`src/rtl/dc_coefficient_decoder_pkg.sv`:
```
// +----------------------------------------------------------------------------+
// | dc_coefficient_decoder_pkg : shared FSM state type and sizing constants    |
// | Rev 1.0                                                                    |
// +----------------------------------------------------------------------------+
`default_nettype none

package dc_coefficient_decoder_pkg;

    localparam int MAX_CODE_LEN = 16;
    localparam int CAT_W        = 4;

    typedef enum logic [1:0] {
        ST_CODE = 2'd0,
        ST_MAG  = 2'd1,
        ST_OUT  = 2'd2
    } dc_state_e;

endpackage

`default_nettype wire

```
`src/rtl/dc_coefficient_decoder_if.sv`:
```
// +----------------------------------------------------------------------------+
// | dc_coefficient_decoder_if : bit stream, Huffman table and DC output bus    |
// | Rev 1.0                                                                    |
// +----------------------------------------------------------------------------+
`default_nettype none

interface dc_coefficient_decoder_if #(
    parameter int COEF_W = 12
);
    import dc_coefficient_decoder_pkg::*;

    logic                     bit_in;
    logic                     bit_valid;
    logic                     bit_ready;
    logic [0:15]              bit_series;
    logic [4:0]               length;
    logic [CAT_W-1:0]         s_value;
    logic [CAT_W-1:0]         r_value;
    logic                     is_valid;
    logic                     pred_clear;
    logic signed [COEF_W-1:0] dc_value;
    logic                     dc_valid;
    logic                     dc_ready;
    logic                     code_error;

    modport master (
        output bit_in, bit_valid, s_value, r_value, is_valid, pred_clear, dc_ready,
        input  bit_ready, bit_series, length, dc_value, dc_valid, code_error
    );

    modport slave (
        input  bit_in, bit_valid, s_value, r_value, is_valid, pred_clear, dc_ready,
        output bit_ready, bit_series, length, dc_value, dc_valid, code_error
    );

endinterface

`default_nettype wire

```
`src/rtl/dc_coefficient_decoder_magnitude_extend.sv`:
```
// +----------------------------------------------------------------------------+
// | dc_magnitude_extend : turns r magnitude bits into a signed DC difference   |
// | Rev 1.0                                                                    |
// +----------------------------------------------------------------------------+
`default_nettype none

module dc_magnitude_extend
    import dc_coefficient_decoder_pkg::*;
#(
    parameter int COEF_W = 12
) (
    input  wire  [CAT_W-1:0]         r,
    input  wire  [15:0]              bits,
    output logic signed [COEF_W-1:0] diff
);

    localparam int EXT_W = (COEF_W > 16) ? COEF_W : 16;

    logic [EXT_W-1:0] w_bits;
    logic [EXT_W-1:0] w_mask;
    logic [EXT_W-1:0] w_ext;
    logic             w_first;

    // A leading 0 marks a negative value: subtract 2^r - 1 from the raw bits.
    always_comb begin
        w_bits  = EXT_W'(bits);
        w_mask  = (EXT_W'(1) << r) - EXT_W'(1);
        w_first = (r == '0) ? 1'b0 : bits[r - 4'd1];
        w_ext   = w_first ? w_bits : (w_bits - w_mask);
        diff    = (r == '0) ? '0 : w_ext[COEF_W-1:0];
    end

endmodule

`default_nettype wire

```
`src/rtl/dc_coefficient_decoder.sv`:
```
// +----------------------------------------------------------------------------+
// | dc_coefficient_decoder : serial Huffman DC decoder (CODE/MAG/OUT FSM).     |
// | Optional macro DC_PREDICTION_EN adds the DC predictor.  Rev 1.0            |
// +----------------------------------------------------------------------------+
`default_nettype none

module dc_coefficient_decoder #(
    parameter int COEF_W       = 12,
    parameter int MAX_CODE_LEN = dc_coefficient_decoder_pkg::MAX_CODE_LEN
) (
    input wire                      clk,
    input wire                      rst_n,
    dc_coefficient_decoder_if.slave bus
);
    import dc_coefficient_decoder_pkg::*;

    localparam logic [4:0] MAX_LEN = 5'(MAX_CODE_LEN);

    dc_state_e                r_state;
    dc_state_e                w_next_state;
    logic [0:15]              r_series;
    logic [4:0]               r_length;
    logic [CAT_W-1:0]         r_cat;
    logic [CAT_W-1:0]         r_mag_cnt;
    logic [15:0]              r_mag_bits;
    logic [15:0]              w_mag_next;
    logic signed [COEF_W-1:0] r_dc_value;
    logic signed [COEF_W-1:0] w_diff;
    logic signed [COEF_W-1:0] w_base;
    logic                     r_code_error;
    logic                     w_ready;
    logic                     w_match;
    logic                     w_fail;
    logic                     w_last_mag;

    assign w_mag_next = {r_mag_bits[14:0], bus.bit_in};

    dc_magnitude_extend #(.COEF_W(COEF_W)) u_mag_extend (
        .r    (r_cat),
        .bits (w_mag_next),
        .diff (w_diff)
    );

`ifdef DC_PREDICTION_EN
    logic signed [COEF_W-1:0] r_pred;
    logic                     w_handshake;
    logic                     w_unused;

    assign w_handshake = (r_state == ST_OUT) && bus.dc_ready;
    assign w_unused    = ^bus.s_value;

    // A clear takes priority over the update from a same-cycle handshake.
    always_ff @(posedge clk or negedge rst_n) begin
        if (!rst_n)              r_pred <= '0;
        else if (bus.pred_clear) r_pred <= '0;
        else if (w_handshake)    r_pred <= r_dc_value;
    end

    assign w_base = r_pred;
`else
    logic w_unused;

    assign w_unused = ^{bus.s_value, bus.pred_clear};
    assign w_base   = '0;
`endif

    always_ff @(posedge clk or negedge rst_n) begin
        if (!rst_n) r_state <= ST_CODE;
        else        r_state <= w_next_state;
    end

    always_comb begin
        w_next_state = r_state;
        w_ready      = 1'b0;
        w_match      = 1'b0;
        w_fail       = 1'b0;
        w_last_mag   = 1'b0;
        case (r_state)
            ST_CODE: begin
                w_match = bus.is_valid && (r_length != 5'd0);
                w_fail  = !bus.is_valid && (r_length == MAX_LEN);
                w_ready = !w_match;
                if (w_match) w_next_state = (bus.r_value != '0) ? ST_MAG : ST_OUT;
            end
            ST_MAG: begin
                w_ready    = 1'b1;
                w_last_mag = bus.bit_valid && (r_mag_cnt == r_cat - 4'd1);
                if (w_last_mag) w_next_state = ST_OUT;
            end
            ST_OUT: begin
                if (bus.dc_ready) w_next_state = ST_CODE;
            end
            default: w_next_state = ST_CODE;
        endcase
    end

    always_ff @(posedge clk or negedge rst_n) begin
        if (!rst_n) begin
            r_series     <= '0;
            r_length     <= '0;
            r_cat        <= '0;
            r_mag_cnt    <= '0;
            r_mag_bits   <= '0;
            r_dc_value   <= '0;
            r_code_error <= 1'b0;
        end else begin
            case (r_state)
                ST_CODE: begin
                    if (w_match) begin
                        r_cat      <= bus.r_value;
                        r_series   <= '0;
                        r_length   <= '0;
                        r_mag_cnt  <= '0;
                        r_mag_bits <= '0;
                        if (bus.r_value == '0) r_dc_value <= w_base;
                    end else if (w_fail) begin
                        r_code_error <= 1'b1;
                        r_series     <= '0;
                        r_length     <= '0;
                    end else if (bus.bit_valid) begin
                        r_series[r_length[3:0]] <= bus.bit_in;
                        r_length                <= r_length + 5'd1;
                    end
                end
                ST_MAG: begin
                    if (bus.bit_valid) begin
                        r_mag_bits <= w_mag_next;
                        r_mag_cnt  <= r_mag_cnt + 4'd1;
                        if (w_last_mag) r_dc_value <= w_base + w_diff;
                    end
                end
                default: ;
            endcase
        end
    end

    assign bus.bit_ready  = w_ready;
    assign bus.bit_series = r_series;
    assign bus.length     = r_length;
    assign bus.dc_value   = r_dc_value;
    assign bus.dc_valid   = (r_state == ST_OUT);
    assign bus.code_error = r_code_error;

endmodule

`default_nettype wire

```
`src/flat_wrapper.sv`:
```
// flat-port wrapper written by rule: the top's interface ports become plain ports
module dc_coefficient_decoder_flat import dc_coefficient_decoder_pkg::*;
#(
    parameter int COEF_W       = 12,
    parameter int MAX_CODE_LEN = dc_coefficient_decoder_pkg::MAX_CODE_LEN
)
  (clk, rst_n, bus_bit_in, bus_bit_valid, bus_s_value, bus_r_value, bus_is_valid, bus_pred_clear, bus_dc_ready, bus_bit_ready, bus_bit_series, bus_length, bus_dc_value, bus_dc_valid, bus_code_error);
  dc_coefficient_decoder_if #(.COEF_W(COEF_W)) bus_i ();
  input wire clk;
  input wire rst_n;
  input wire logic [$bits(bus_i.bit_in)-1:0] bus_bit_in;
  input wire logic [$bits(bus_i.bit_valid)-1:0] bus_bit_valid;
  input wire logic [$bits(bus_i.s_value)-1:0] bus_s_value;
  input wire logic [$bits(bus_i.r_value)-1:0] bus_r_value;
  input wire logic [$bits(bus_i.is_valid)-1:0] bus_is_valid;
  input wire logic [$bits(bus_i.pred_clear)-1:0] bus_pred_clear;
  input wire logic [$bits(bus_i.dc_ready)-1:0] bus_dc_ready;
  output wire logic [$bits(bus_i.bit_ready)-1:0] bus_bit_ready;
  output wire logic [$bits(bus_i.bit_series)-1:0] bus_bit_series;
  output wire logic [$bits(bus_i.length)-1:0] bus_length;
  output wire logic [$bits(bus_i.dc_value)-1:0] bus_dc_value;
  output wire logic [$bits(bus_i.dc_valid)-1:0] bus_dc_valid;
  output wire logic [$bits(bus_i.code_error)-1:0] bus_code_error;
  assign bus_i.bit_in = bus_bit_in;
  assign bus_i.bit_valid = bus_bit_valid;
  assign bus_i.s_value = bus_s_value;
  assign bus_i.r_value = bus_r_value;
  assign bus_i.is_valid = bus_is_valid;
  assign bus_i.pred_clear = bus_pred_clear;
  assign bus_i.dc_ready = bus_dc_ready;
  assign bus_bit_ready = bus_i.bit_ready;
  assign bus_bit_series = bus_i.bit_series;
  assign bus_length = bus_i.length;
  assign bus_dc_value = bus_i.dc_value;
  assign bus_dc_valid = bus_i.dc_valid;
  assign bus_code_error = bus_i.code_error;
  dc_coefficient_decoder #(.COEF_W(COEF_W), .MAX_CODE_LEN(MAX_CODE_LEN)) u_core (.clk(clk), .rst_n(rst_n), .bus(bus_i));
endmodule
```
`config.mk`:
```
export PLATFORM = sky130hd
export DESIGN_NAME = dc_coefficient_decoder_flat
export DESIGN_NICKNAME = d
export VERILOG_FILES = /design/src/rtl/dc_coefficient_decoder_pkg.sv /design/src/rtl/dc_coefficient_decoder_if.sv /design/src/rtl/dc_coefficient_decoder_magnitude_extend.sv /design/src/rtl/dc_coefficient_decoder.sv /design/src/flat_wrapper.sv
export SDC_FILE = /design/constraint.sdc
export NUM_CORES = 1
export LEC_CHECK = 0
export CAP_MARGIN = 20
export CORE_UTILIZATION = 52
export CTS_BUF_LIST = sky130_fd_sc_hd__clkbuf_2
export DETAILED_ROUTE_END_ITERATION = 10
export PLACE_DENSITY = 0.88
export REMOVE_ABC_BUFFERS = 1
export SLEW_MARGIN = 5
export SYNTH_ARGS = -nofsm -noshare
export SYNTH_HDL_FRONTEND = slang
export SYNTH_SLANG_ARGS = --single-unit
```
`constraint.sdc`:
```
create_clock -name clk -period 2.66 [get_ports clk]
set_input_delay 0.399 -clock clk [delete_from_list [all_inputs] [get_ports clk]]
set_output_delay 0.399 -clock clk [all_outputs]
set_load 0.05 [all_outputs]
```
Word-level counts from Yosys, hierarchy flattened
Index checks and enable logic that the tools add are counted.

Reduce and logical (&&, ||, !) cells: 19. Add/sub/neg operators: 5. Mux-type cells: 34. Equal/unequal tests: 11. Bitwise gates (word level): 2. Shift operators: 1. Magnitude comparators: 3.

Operator list (number): 12-bit two-way mux (6); 16-bit two-way mux (3); 15-bit two-way mux (2); 15-bit case mux with 2 select lines (1); 12-bit case mux with 2 select lines (1); 16-bit bitwise mux (1); 5-bit two-way mux (3); 1-bit by 4-bit left shift with 12-bit output, first input constant (1); 12-bit subtractor (1); 12-bit by 2-bit subtractor with 12-bit output, second input constant (1); 2-bit by 1-bit inequality test with 1-bit output, second input constant (5); 3-bit AND reduction (3); 4-bit logical NOT (2); 2-bit two-way mux (4); 4-bit two-way mux (2); 4-bit case mux with 2 select lines (1); 1-bit two-way mux (6); 2-bit case mux with 3 select lines (1); 5-bit by 1-bit adder with 5-bit output, second input constant (1); 5-bit equality test, second input constant (1); 5-bit >= comparator, second input constant (1); 4-bit by 5-bit < comparator with 1-bit output, second input constant (1); 5-bit by 1-bit < comparator with 1-bit output, second input constant (1); 4-bit inverter with 5-bit output (1); other kinds (19) (25).

Flip-flop bits (word level): 59. Output and inout bits: 36. Bits of input ports: 15.

Logic depth before layout (Yosys ltp)
Depth in word-level cells: 9. Depth in mapped cells: 13. Gate-level depth less buffers: 13.

Cells and area by module
A second synthesis with hierarchy kept.

Cell total of the unflattened synthesis: 454. Area total of the unflattened synthesis: 4042.6 um2.

By module, submodules not included: dc_coefficient_decoder (area an instance 2965.3 um2, sequential area each 1476.4 um2, instances 1, cells each 310); dc_magnitude_extend (area an instance 1077.3 um2, sequential area each 0.0 um2, instances 1, cells each 144).

Least setup slack after synthesis
OpenSTA, ideal clock, no wires.

Kind: reg-to-reg. Start: reg u_core.r_length[1] (netlist: u_core.bus.length[1]). End: reg u_core.r_dc_value[9] (netlist: u_core.bus.dc_value[9]). Path slack: -694 ps. Data required time: 2570 ps. Period minus slack after synthesis: 3354 ps. Cell stages (with the launch flop): 10. Data arrival time: 3264 ps. Cell sequence: dfrtp_1 > inv_1 > ha_1 > or4b_1 > a31oi_1 > o41a_1 > or2_2 > clkbuf_1 > nand2_1 > o31ai_4.

Word-level cells in the longest chain between the ends: 5.

Ends and longest elaborated chain: start, declared (line dc_coefficient_decoder.sv:22) `logic [4:0] r_length;`; start signal, assigned (line dc_coefficient_decoder.sv:122) `r_length <= r_length + 5'd1;`; 5-bit nonzero test (line dc_coefficient_decoder.sv:80) `w_match = bus.is_valid && (r_length != 5'd0);`; 1-bit logical AND (line dc_coefficient_decoder.sv:80); 1-bit two-way mux (line dc_coefficient_decoder.sv:78) `case (r_state)`; 2-bit by 1-bit inequality test with 1-bit output (no source line); 5-bit AND reduction (no source line); end signal, assigned (line dc_coefficient_decoder.sv:115) `if (bus.r_value == '0) r_dc_value <= w_base;`; end signal, assigned (line dc_coefficient_decoder.sv:129) `if (w_last_mag) r_dc_value <= w_base + w_diff;`; end, declared (line dc_coefficient_decoder.sv:27) `logic signed [COEF_W-1:0] r_dc_value;`.

No other way between the ends. A chain may end at the register's enable or synchronous reset.

Final worst setup path
Start: reg u_core.r_cat[1]. End: reg u_core.r_dc_value[9] (netlist: u_core.bus.dc_value[9]).

Word-level cells in the longest chain between the ends: 9. Elaborated cells between the ends (all ways): 18. Those cells by class: add/sub: 3; eq/ne: 2; shift: 1; mux: 9; reduce/logical: 3.

Ends and longest elaborated chain: start, declared (line dc_coefficient_decoder.sv:23) `logic [CAT_W-1:0] r_cat;`; start signal, assigned (line dc_coefficient_decoder.sv:110) `r_cat <= bus.r_value;`; parallel branches: the longest is 9 deep, another holds 12-bit by 2-bit subtractor with 12-bit output.

Parallel ways; which one is timed is not known. The select of a mux whose other input is x is not followed.

==> results <==
- The worst-case clock skew is 32.3 ps.
- The async set-or-reset flop fraction in the synthesized netlist is 100%.
- The number of antenna violations at the first check in global routing is 0.
- The worst setup path is captured at a flip-flop.
- The number of cell rows is 30.
- The post-synth design cell area is 3710 um2.
- The overall power of the completed layout is 7.37 mW.
- In this run, synthesis inferred 0 flip-flops with an integrated enable.
- The count of filler cells inserted in the layout is 450.
- The mean routed wirelength per cell is 17.9 um.
- After synthesis the netlist holds a flip-flop and latch count of 59.
- After the first detailed-routing iteration, the DRC count stood at 295.
- The number of buffers and inverters on the critical path is 2.
- STA puts the critical path data required time at 3110 ps.
- For this run, design rule violations remaining after detail routing come to 0.
- The root buffer cell chosen for the clock tree is sky130_fd_sc_hd__clkbuf_2.
- The peak-usage layer in the global routing report is met2.
- The worst slack at placement is -244 ps.
- The slack of the critical path is -58.4 ps.
- The first global-routing pass estimated 16200 um of wire.
- Wires add up to 10300 um.
- The die span in x is 86.4 um.
- The placement-stage cell area is 4540 um2.
- The number of synthesis warnings is 0.
- The overall die height is 86.4 um.
- Leaving out fill and tap cells, the most frequent cells in the layout are sky130_fd_sc_hd__nand2_1, sky130_fd_sc_hd__dfrtp_1, sky130_fd_sc_hd__buf_4.
- Global routing used 49.4% of the available met2 tracks.
- STA classifies the critical path startpoint as a flip-flop.
- The family with the most delay on the worst path is adder cells.
- The top-level port count is 51.
- Hold is met by 342 ps.
- The synthesized netlist devotes 5.20% of its cell area to XOR and XNOR gates.
- The TritonCTS clock tree is built.
- The vias per cell is 5.78.
- In this run the static leakage power is 2.32 nW.
- The detailed router placed 3342 vias in this run.
- After routing the design area is 5020 um2.
- The gate count of the mapped netlist is 390.
- The number of nets in the final layout is 524.
- The number of clock buffers added by TritonCTS is 9.
- The fraction of the mapped netlist area in compound gates is 11.7%.
- The critical path is of the reg2reg type.
- Static timing analysis puts the maximum clock frequency at 368 MHz.
- The detail route stage leaves a number of antenna-violating nets equal to 0.
- The repair_antennas step left the layout with diodes totalling 0.
- By area, the combinational part of the netlist is dominated by simple AND/OR/NAND/NOR gates.
- In the global route stage, met3 resource usage came out at 5.05%.
- The mux cell area share after synthesis is 9.04%.
- The sequential fraction of the synthesis area is 39.8%.
- In this run the tightest slew margin relative to its limit is 41.8%.
- The worst hold path belongs to the class in2async.
- The final count of negative-setup-slack endpoints is 3.
- Summed over all nets, the half-perimeter wirelength after detailed placement is 6850 um.
- The number of max-slew violations in the final report came to 0.
- VDD sags by at most 0.695 mV.
- The library cell used most frequently in the layout, excluding fill and tap cells, is sky130_fd_sc_hd__nand2_1.
- Clock-pin slew was measured on the worst setup and hold paths at 220 ps.
- The worst-skew pair later-pin latency is 530 ps.
- The number of buffers added on ports is 45.
- The standard cell with the maximum stage delay on the critical path is sky130_fd_sc_hd__dfrtp_1.
- The run finished, with violations left.
- The deepest clock path buffer count is 2.
- The final reports fail on negative setup slack.
- Global routing finished with a remaining overflow of 0.
- The global-route met1 utilization is 33.8%.
- Data on the critical path arrives at its endpoint at 3170 ps.
- The utilization after layout is 73.5%.
- The signal on the critical path passes through inv_2 -> ha_4 -> and2_4 -> ha_4 -> inv_2 -> ha_4 -> fa_2 -> a21oi_4 -> o21ba_4 -> nand3_2 -> and3_4 -> o21a_1 -> o31ai_4.
- The depth of the worst register-to-register path is 13.
- The maximum fanout encountered on the critical timing path is 4.
- The tool flagged a number of max-cap violations equal to 0.
- The core area is 6830 um2.
- After synthesis, the netlist uses 53 different library cells.
- The average instance in the mapped netlist occupies 9.51 um2.
- After Yosys synthesis, and, or, nand and nor cells account for 19.0% of the synthesized area.
- The routed design could run at a clock period as short as 2720 ps.
- Global routing consumed, over all layers together, 28.2% of the routing resources.
- For this configuration, the core starts out at a cell density of 54.3%.
- The count of endpoints failing hold in the final timing report is 0.
- The power per unit of standard cell area is 1470 nW/um2.
- The relative area change from synthesis to final layout is 35.5%.
- The number of clock sinks is 59.
- Setup repair after global routing could not meet its margin everywhere.
- The total stage count of the critical path is 13.
- The ratio of final minimum period to clock period is 102%.
- The peak per-stage delay on the critical path is 460 ps.
- The largest net degree at the start of global routing is 27.
- The synthesized netlist devotes 11.0% of its cell area to adder and majority cells.
- The share of cells above drive strength 1 is 26.1%.
- The area of the die is 7470 um2.
- The iteration count of the initial detailed-routing pass is 5.
- The dominant register cell in the synthesized netlist is sky130_fd_sc_hd__dfrtp_1.
- The via count of the first global-routing pass was 3414.
- Routability-driven placement finished with a final weighted congestion of 0.863.
- The actual slew at the worst max-slew pin is 873 ps.
- The cell repeated most along the worst path is sky130_fd_sc_hd__ha_4.
- The total number of H-tree levels is 3.
## cell usage after synthesis (all sizes together), types with 2 or more instances
cell,n,area [um2]
nor2,36,135
a21oi,10,50.1
nand3,13,65.1
nand2b,2,12.5
dfrtp,59,1480
a211oi,2,15.0
inv,13,48.8
nand2,61,231
ha,31,388
nor2b,6,37.5
xnor2,10,87.6
o22ai,3,18.8
a31oi,4,25.0
a41o,2,20.0
buf,8,57.6
o31ai,3,36.3
clkbuf,13,48.8
nand4b,5,43.8
o21ai,29,145
mux2,2,22.5
nand4,5,31.3
and3,4,25.0
or2,3,18.8
nor4,2,12.5
xor2,12,105
a22oi,2,15.0
mux2i,20,200
mux4,5,113
a21o,4,30.0
nor3,5,41.3
or3b,2,20.0
## flip-flops by register name, indices dropped and copies added (netlist names)
signal / count
u_core.bus.bit_series: 16
u_core.bus.code_error: 1
u_core.r_mag_bits: 15
u_core.r_mag_cnt: 4
u_core.bus.dc_value: 12
u_core.bus.length: 5
u_core.r_cat: 4
u_core.r_state: 2
## cells by family (layout without fill, tap and decap cells)
group | count (synthesis) | after routing
AND/OR/NAND/NOR | 148 | 148
AO/OA/AOI/OAI | 68 | 68
flip-flops | 59 | 59
buffers and inverters | 34 | 126
adder cells (fa/ha/maj) | 32 | 32
multiplexers | 27 | 27
XOR/XNOR | 22 | 22
## timing repair
item / CTS / global route
hold buffers: 1 / 0
endpoints found under the hold margin: 21 / 0
setup endpoints to repair: 6 / 13
gates resized for setup: 30 / 26
pin swaps: 8 / 12
setup buffers: 3 / 2
## worst reg2reg max path, stage by stage (launching register included)
cell	delay [ps]
sky130_fd_sc_hd__dfrtp_1	460
sky130_fd_sc_hd__inv_2	80
sky130_fd_sc_hd__ha_4	160
sky130_fd_sc_hd__and2_4	140
sky130_fd_sc_hd__ha_4	260
sky130_fd_sc_hd__inv_2	30
sky130_fd_sc_hd__ha_4	150
sky130_fd_sc_hd__fa_2	370
sky130_fd_sc_hd__a21oi_4	200
sky130_fd_sc_hd__o21ba_4	190
sky130_fd_sc_hd__nand3_2	90
sky130_fd_sc_hd__and3_4	180
sky130_fd_sc_hd__o21a_1	200
sky130_fd_sc_hd__o31ai_4	160
## layout make-up
| class | count | area (um2) | share of cell area [%] |
|---|---|---|---|
| Inverter | 13 | 48.8 | 0.971 |
| Sequential cell | 59 | 1480 | 29.4 |
| Tap cell | 96 | 120 | 2.39 |
| Timing Repair Buffer | 97 | 865 | 17.2 |
| Multi-Input combinational cell | 297 | 2390 | 47.5 |
| Clock buffer | 9 | 45.0 | 0.897 |
| Clock inverter | 7 | 81.3 | 1.62 |
## where the power goes
group	switching [mW]	internal [mW]
clock network	0.409	0.232
registers	0.232	1.12
logic	2.80	2.57
## metal layers
layer,vias to the layer above,wire length [um]
li1,1532,-
met1,1649,4080
met2,130,5340
met3,31,647
met4,0,282
met5,-,0
## stage by stage
| stage | std cells | TNS [ps] |
|---|---|---|
| after floorplan | 369 | -10400 |
| after global placement | 555 | -710 |
| after detailed placement | 556 | -1300 |
| after CTS | 576 | -23.3 |
| after global routing | 578 | -319 |
| final | 578 | -108 |
## final timing paths
path                                                        start                            endpoint  slack [ps]
worst max-delay path                  u_core.r_cat[1]$_DFFE_PN0P_  u_core.bus.dc_value[9]$_DFFE_PN0P_         -60
worst min-delay path                                        rst_n  u_core.bus.dc_value[3]$_DFFE_PN0P_         340
worst max register to register        u_core.r_cat[1]$_DFFE_PN0P_  u_core.bus.dc_value[9]$_DFFE_PN0P_         -60
worst min register to register  u_core.bus.code_error$_DFFE_PN0P_   u_core.bus.code_error$_DFFE_PN0P_         510
max in group asynchronous                                   rst_n         u_core.r_cat[0]$_DFFE_PN0P_        1570
min in group clk                                     bus_dc_ready       u_core.r_state[1]$_DFFE_PN0P_         510
Note: power is estimated with default switching activity, not from simulation.
